$ cat src/rtl/instruction_loader.sv
// Loads a session of instruction words into a byte-wide memory, big-endian, from a word-aligned base.
// Latency: byte writes on the 4 cycles after each accept; o_Done one cycle after the last byte.
// Backpressure: o_Word_Ready is high only while waiting for a word; throughput 1 word per 5 cycles.
module instruction_loader #(
    parameter int DATA_WIDTH = 32,
    parameter int ADDR_WIDTH = 10
) (
    input  logic                  clk,
    input  logic                  reset,
    input  logic                  i_Start,
    input  logic [ADDR_WIDTH-1:0] i_Base_Address,
    input  logic                  i_Word_Valid,
    input  logic [DATA_WIDTH-1:0] i_Word,
    input  logic                  i_Last,
    output logic                  o_Word_Ready,
    output logic                  o_Mem_We,
    output logic [ADDR_WIDTH-1:0] o_Mem_Addr,
    output logic [7:0]            o_Mem_Byte,
    output logic                  o_Busy,
    output logic                  o_Done,
    output logic                  o_Error,
    output logic [ADDR_WIDTH-2:0] o_Word_Count
);

    typedef enum logic [1:0] {IDLE, WAIT_WORD, WRITE, DONE} state_t;

    state_t                  state_q, state_d;
    logic [1:0]              idx_q, idx_d;
    logic [ADDR_WIDTH-1:0]   ptr_q, ptr_d;
    logic [DATA_WIDTH-1:0]   word_q, word_d;
    logic                    last_q, last_d;
    logic                    ready_d, we_d, busy_d, done_d, err_d;
    logic [ADDR_WIDTH-1:0]   addr_d;
    logic [7:0]              byte_d;
    logic [ADDR_WIDTH-2:0]   cnt_d;
    logic [ADDR_WIDTH:0]     ptr_sum;

    // Carry out of the pointer increment marks a session running off the end of the store.
    assign ptr_sum = {1'b0, ptr_q} + (ADDR_WIDTH+1)'(4);

    function automatic logic [7:0] byte_sel(input logic [DATA_WIDTH-1:0] w, input logic [1:0] i);
        logic [7:0] b;
        case (i)
            2'd0:    b = w[31:24];
            2'd1:    b = w[23:16];
            2'd2:    b = w[15:8];
            default: b = w[7:0];
        endcase
        return b;
    endfunction

    always_comb begin
        state_d = state_q;
        idx_d   = idx_q;
        ptr_d   = ptr_q;
        word_d  = word_q;
        last_d  = last_q;
        ready_d = 1'b0;
        we_d    = 1'b0;
        busy_d  = 1'b0;
        done_d  = 1'b0;
        err_d   = o_Error;
        addr_d  = o_Mem_Addr;
        byte_d  = o_Mem_Byte;
        cnt_d   = o_Word_Count;
        case (state_q)
            IDLE: begin
                if (i_Start) begin
                    if (i_Base_Address[1:0] == 2'b00) begin
                        ptr_d   = i_Base_Address;
                        cnt_d   = '0;
                        err_d   = 1'b0;
                        state_d = WAIT_WORD;
                        ready_d = 1'b1;
                        busy_d  = 1'b1;
                    end else begin
                        err_d = 1'b1;
                    end
                end
            end
            WAIT_WORD: begin
                busy_d  = 1'b1;
                ready_d = 1'b1;
                if (i_Word_Valid && o_Word_Ready) begin
                    word_d  = i_Word;
                    last_d  = i_Last;
                    idx_d   = 2'd0;
                    state_d = WRITE;
                    ready_d = 1'b0;
                    we_d    = 1'b1;
                    addr_d  = ptr_q;
                    byte_d  = byte_sel(i_Word, 2'd0);
                end
            end
            WRITE: begin
                busy_d = 1'b1;
                if (idx_q == 2'd3) begin
                    ptr_d = ptr_sum[ADDR_WIDTH-1:0];
                    cnt_d = o_Word_Count + (ADDR_WIDTH-1)'(1);
                    if (last_q || ptr_sum[ADDR_WIDTH]) begin
                        err_d   = o_Error | (~last_q);
                        state_d = DONE;
                        done_d  = 1'b1;
                        busy_d  = 1'b0;
                    end else begin
                        state_d = WAIT_WORD;
                        ready_d = 1'b1;
                    end
                end else begin
                    idx_d  = idx_q + 2'd1;
                    we_d   = 1'b1;
                    addr_d = ptr_q + ADDR_WIDTH'(idx_d);
                    byte_d = byte_sel(word_q, idx_d);
                end
            end
            default: begin
                state_d = IDLE;
            end
        endcase
    end

    always_ff @(posedge clk) begin
        if (reset) begin
            state_q      <= IDLE;
            idx_q        <= '0;
            ptr_q        <= '0;
            word_q       <= '0;
            last_q       <= 1'b0;
            o_Word_Ready <= 1'b0;
            o_Mem_We     <= 1'b0;
            o_Mem_Addr   <= '0;
            o_Mem_Byte   <= '0;
            o_Busy       <= 1'b0;
            o_Done       <= 1'b0;
            o_Error      <= 1'b0;
            o_Word_Count <= '0;
        end else begin
            state_q      <= state_d;
            idx_q        <= idx_d;
            ptr_q        <= ptr_d;
            word_q       <= word_d;
            last_q       <= last_d;
            o_Word_Ready <= ready_d;
            o_Mem_We     <= we_d;
            o_Mem_Addr   <= addr_d;
            o_Mem_Byte   <= byte_d;
            o_Busy       <= busy_d;
            o_Done       <= done_d;
            o_Error      <= err_d;
            o_Word_Count <= cnt_d;
        end
    end

endmodule

$ cat config.mk
export PLATFORM = sky130hd
export DESIGN_NAME = instruction_loader
export DESIGN_NICKNAME = d
export VERILOG_FILES = /design/src/rtl/instruction_loader.sv
export SDC_FILE = /design/constraint.sdc
export NUM_CORES = 1
export LEC_CHECK = 0
export BUFFER_PORTS_ARGS = -buffer_cell sky130_fd_sc_hd__buf_2
export CAP_MARGIN = 20
export CORE_ASPECT_RATIO = 0.6
export CORE_UTILIZATION = 25
export CTS_BUF_LIST = sky130_fd_sc_hd__clkbuf_4 sky130_fd_sc_hd__clkbuf_8
export DETAILED_ROUTE_END_ITERATION = 8
export GPL_TIMING_DRIVEN = 0
export PLACE_DENSITY = 0.47
export SETUP_SLACK_MARGIN = 0.15
export SLEW_MARGIN = 20
export SYNTH_ARGS = -nofsm -noshare
export SYNTH_HDL_FRONTEND = slang
export SYNTH_SLANG_ARGS = --single-unit
$ cat constraint.sdc
create_clock -name clk -period 2.7 [get_ports clk]
set_clock_uncertainty 0.1 [all_clocks]
set_input_delay 0.54 -clock clk [delete_from_list [all_inputs] [get_ports clk]]
set_output_delay 0.54 -clock clk [all_outputs]
set_load 0.02 [all_outputs]
# Word level (Yosys, flattened, before mapping)
# Index checks and enable logic that the tools add are counted.
# op_classes
add_sub_neg	4
n_eq_ne	11
reduce_logical	13
bitwise_logic	4
muxes	41
# ops
operator	count
10-bit two-way mux	5
10-bit case mux with 2 select lines	2
9-bit two-way mux	3
8-bit case mux with 3 select lines	1
9-bit case mux with 2 select lines	1
8-bit two-way mux	2
8-bit case mux with 2 select lines	1
2-bit two-way mux	7
1-bit two-way mux	13
2-bit inequality test (second input constant)	6
4-bit AND reduction	3
10-bit by 3-bit adder with 11-bit output (second input constant)	1
10-bit by 2-bit adder with 10-bit output	1
9-bit by 1-bit adder with 9-bit output (second input constant)	1
2-bit equality test (second input constant)	3
2-bit zero test	3
1-bit case mux with 3 select lines	2
2-bit case mux with 3 select lines	1
2-bit by 1-bit equality test with 1-bit output (second input constant)	2
1-bit case mux with 2 select lines	2
2-bit case mux with 2 select lines	1
2-bit nonzero test	2
1-bit inverter	3
3-bit AND reduction	1
other kinds (6)	6
# word_totals
wordCells	86
input_bits	47
output_inout_bits	32
regBits	79

# Longest topological paths before layout
# depth
ltp_word	5
ltp_mapped	9
depth_no_buf	7

# Worst setup path after synthesis
# No wires, ideal clock.
# synth_timing
kind	input to register
startpoint	in i_Base_Address[1]
endpoint	reg o_Word_Count[7]
t_required_ps	2529
path_buffers	1
path_slack_ps	636
t_arrival_ps	1894
cell_stages	5
setup_time_ps	71
path_cell_list	or3b_1 > buf_6 > a21o_4 > or4_1 > a21oi_1
# synth_via
elab_chain_cells	3
# synth_lines
element	line	source
from (decl)	11	input logic [ADDR_WIDTH-1:0] i_Base_Address,
2-bit zero test	69	if (i_Base_Address[1:0] == 2'b00) begin
2-bit inequality test (no line)	-	
4-bit AND reduction (no line)	-	
to (signal assigned)	150	o_Word_Count <= cnt_d;
to (decl)	22	output logic [ADDR_WIDTH-2:0] o_Word_Count
# Every way passes these cells.
# A chain may end at the register's enable or synchronous reset.

# Worst setup path in the final report
# layout_timing
startpoint	reg state_q[0]
endpoint	reg ptr_q[9]
# layout_via
elab_chain_cells	3
word_cells_on_any_way	8
classes_between	eq/ne: 4; mux: 1; reduce/logical: 3
# layout_lines
element	line	source
from (decl)	27	state_t state_q, state_d;
from (signal assigned)	138	state_q <= state_d;
2-bit equality test / 2-bit zero test (equally long branches)	66	case (state_q)
2-bit inequality test (no line) / 2-bit nonzero test (equally long branches)	-	
4-bit AND reduction (no line)	-	
to (signal assigned)	140	ptr_q <= ptr_d;
to (decl)	29	logic [ADDR_WIDTH-1:0] ptr_q, ptr_d;
# Several ways; a longest one is shown, not always the timed one.

==> results.sh <==
export IMPL_crit_chain="inv_1, ha_1, buf_2, mux2i_2, a21oi_1, buf_2, o21ai_0, a21oi_1"
export IMPL_ios=79
export IMPL_syn_nets=513
export IMPL_yosys_top_cells_area="dfxtp_1, a21oi_1, nand2_1"
export IMPL_cp_max_fo=10
export IMPL_grt_pass1_vias=3397
export IMPL_track_usage_pct=16.55
export IMPL_layout_common_cells="nand2_1, buf_2, dfxtp_1"
export IMPL_power_density_nw_per_um2=773.0
export IMPL_status="finished clean"
export IMPL_synth_top_family_by_area="compound AO/OA/AOI/OAI gates"
export IMPL_path_class="reg -> reg"
export IMPL_path_delay_family="compound AO/OA/AOI/OAI gates"
export IMPL_htree_levels=3
export IMPL_cts_tree="yes"
export IMPL_ys_warn_count=0
export IMPL_period_share_pct=90.01
export IMPL_dpl_cell_area_um2=4312
export IMPL_ant_nets=0
export IMPL_synthMuxAreaShare_pct=3.535
export IMPL_cts_max_path_buffers=2
export IMPL_hold_class="in -> reg"
export IMPL_vias=3588
export IMPL_max_slew_margin_pct=50.21
export IMPL_synth_simple_gate_area_share_pct=17.81
export IMPL_drc=0
export IMPL_arrival_ns=2.61
export IMPL_finalHoldViolCount=0
export IMPL_mostFrequentLayoutCell="nand2_1"
export IMPL_hold_start="i_Word[15]"
export IMPL_stdcell_area_um2=4523
export IMPL_hold_path_end="word_q[15]"
export IMPL_gp_congestion=0.8263
export IMPL_power_leakage_nw=1.661
export IMPL_synth_area_per_cell_um2=8.144
export IMPL_dieArea_um2=15230
export IMPL_power_total_mw=3.496
export IMPL_clkTransAtPathRegs_ns=0.08
export IMPL_fin_tns_setup_ns=0
export IMPL_drive_above_1_share_pct=20.00
export IMPL_clock_root_buffer="clkbuf_8"
export IMPL_synth_seq_cells=79
export IMPL_r2r_cells=8
export IMPL_post_cts_setup_buffers=0
export IMPL_clock_sinks=79
export IMPL_wirelength_um=12040
export IMPL_floorplan_initialDensity_pct=26.30
export IMPL_firstDrtPassIters=6
export IMPL_synth_top_cell_by_area="dfxtp_1"
export IMPL_synth_xor_area_share_pct=2.379
export IMPL_async_flop_share_pct=0
export IMPL_synth_compound_area_share_pct=23.39
export IMPL_crit_buf_inv=3
export IMPL_fin_hold_ws_ns=0.3188
export IMPL_max_slew_worst_pin_slew_ns=0.7468
export IMPL_core_rowCount=33
export IMPL_synthAdderAreaFrac_pct=4.963
export IMPL_die_width_um=158.7
export IMPL_min_period_ns=2.430
export IMPL_synth_flop_cell="dfxtp_1"
export IMPL_cp_start_kind="register"
export IMPL_dr_first_iter_drc_count=214
export IMPL_cts_buffers=9
export IMPL_fin_nets=602
export IMPL_syn_inst=452
export IMPL_port_buffer_count=78
export IMPL_grt_max_degree=13
export IMPL_drv_slew=0
export IMPL_antenna_found_initial=0
export IMPL_timing_fmax_ghz=0.4115
export IMPL_grt_overflow_total=0
export IMPL_yosysSeqAreaShare_pct=42.96
export IMPL_fillers=1512
export IMPL_synth_edff_count=0
export IMPL_r2r_start="state_q[0]"
export IMPL_cpPeakStageDelay_ns=0.48
export IMPL_ir_drop_v=0.0003271
export IMPL_reg2reg_to="ptr_q[9]"
export IMPL_post_drt_wl_per_cell_um=16.34
export IMPL_synth_top_area_share_pct=42.96
export IMPL_n_antenna_cell=0
export IMPL_synth_area_um2=3681
export IMPL_grt_pass1_wl_um=18560
export IMPL_rsz0062_at_grt="no"
export IMPL_syn_to_final_growth_pct=22.88
export IMPL_r2r_slack_ns=0.27
export IMPL_setup_viol=0
export IMPL_drv_cap=0
export IMPL_yosysUniqueCellTypes=46
export IMPL_end_kind="register"
export IMPL_insertion_delay_ns=0.36
export IMPL_avgViaCountPerCell=4.868
export IMPL_crit_required_ns=2.88
export IMPL_placeableCoreArea_um2=14000
export IMPL_die_h_um=95.99
export IMPL_dp_hpwl_um=9234
export IMPL_critical_path_slowest_cell="a21oi_1"
export IMPL_hold_depth=3
power by group:
| part | switching (mW) | internal (mW) | leakage (nW) |
|---|---|---|---|
| sequential | 0.136 | 1.34 | 0.640 |
| combinational | 0.722 | 0.388 | 0.919 |
| clock | 0.432 | 0.482 | 0.102 |
cell families after synthesis:
family          Yosys count
compound gates          142
xor+xnor                 10
fa+ha+maj                14
buf+inv                  45
flops                    79
mux                      13
simple gates            149
tightest hold or removal path: cells and delay by family:
kind	cells	cell delay, ns
buffers and inverters	1	0.09
and+or+nand+nor	1	0.05
AOI/OAI and AO/OA	1	0.05
state kept, by name, summed over array words and instances, names as in the netlist:
signal,count
word_q,32
o_Busy,1
idx_q,2
o_Mem_Addr,10
o_Done,1
last_q,1
state_q,2
o_Word_Count,9
o_Mem_We,1
o_Word_Ready,1
ptr_q,10
o_Error,1
o_Mem_Byte,8
through the flow:
step / util [%] / cells / setup WS (ns)
2_1_floorplan: - / 452 / 0.6356
3_3_place_gp: 30.80 / 722 / 0.05221
3_5_place_dp: 30.80 / 722 / 0.1150
4_1_cts: 32.26 / 737 / 0.1689
5_1_grt: 32.31 / 737 / 0.1572
6_report: 32.31 / 737 / 0.2698
Yosys cell counts (all sizes together) (2+ instances only):
master and n:
ha 13, a211oi 11, inv 11, nand2 88, nand3 14, xnor2 8
nor3 6, or4 2, nor2 17, o21ai 35, and2 2, clkbuf 23
mux2i 13, xor2 2, o31ai 3, dfxtp 79, a21o 2, a222oi 8
nand4 4, o21a 3, nor4 3, nor2b 6, or3 3, buf 11
a21oi 69
area by class of cell:
class	count	area, um2	area share (%)
Timing Repair Buffer	78	390.4	8.631
Multi-Input combinational cell	328	1923	42.52
Sequential cell	79	1582	34.97
Tap cell	192	240.2	5.311
Inverter	11	41.29	0.9129
Buffer	34	145.1	3.209
Clock inverter	3	42.54	0.9405
Clock buffer	12	158.9	3.513
what timing repair did:
action | CTS | global route
endpoints found under the setup margin | 6 | 12
resized for setup | 2 | 4
hold buffers | 0 | 0
routing by layer:
metal / share of wire, % / vias to the layer above / GRT usage [%]
li1: - / 1770 / -
met1: 57 / 1694 / 26.51
met2: 35 / 115 / 20.87
met3: 7.0 / 9 / 4.367
met4: 0.63 / 0 / 3.526
met5: 0 / - / 0
worst max path at each step:
stage	startpoint	end	slack, ns	cells after the start
final	state_q[0]	ptr_q[9]	0.27	8
after global routing	state_q[0]	idx_q[1]	0.16	9
after CTS	state_q[0]	ptr_q[8]	0.17	8
after detailed placement	state_q[0]	o_Busy	0.12	7
after global placement	state_q[0]	o_Busy	0.05	7
after floorplan	i_Base_Address[1]	o_Word_Count[7]	0.64	5
Note: power is estimated with default switching activity, not from simulation.
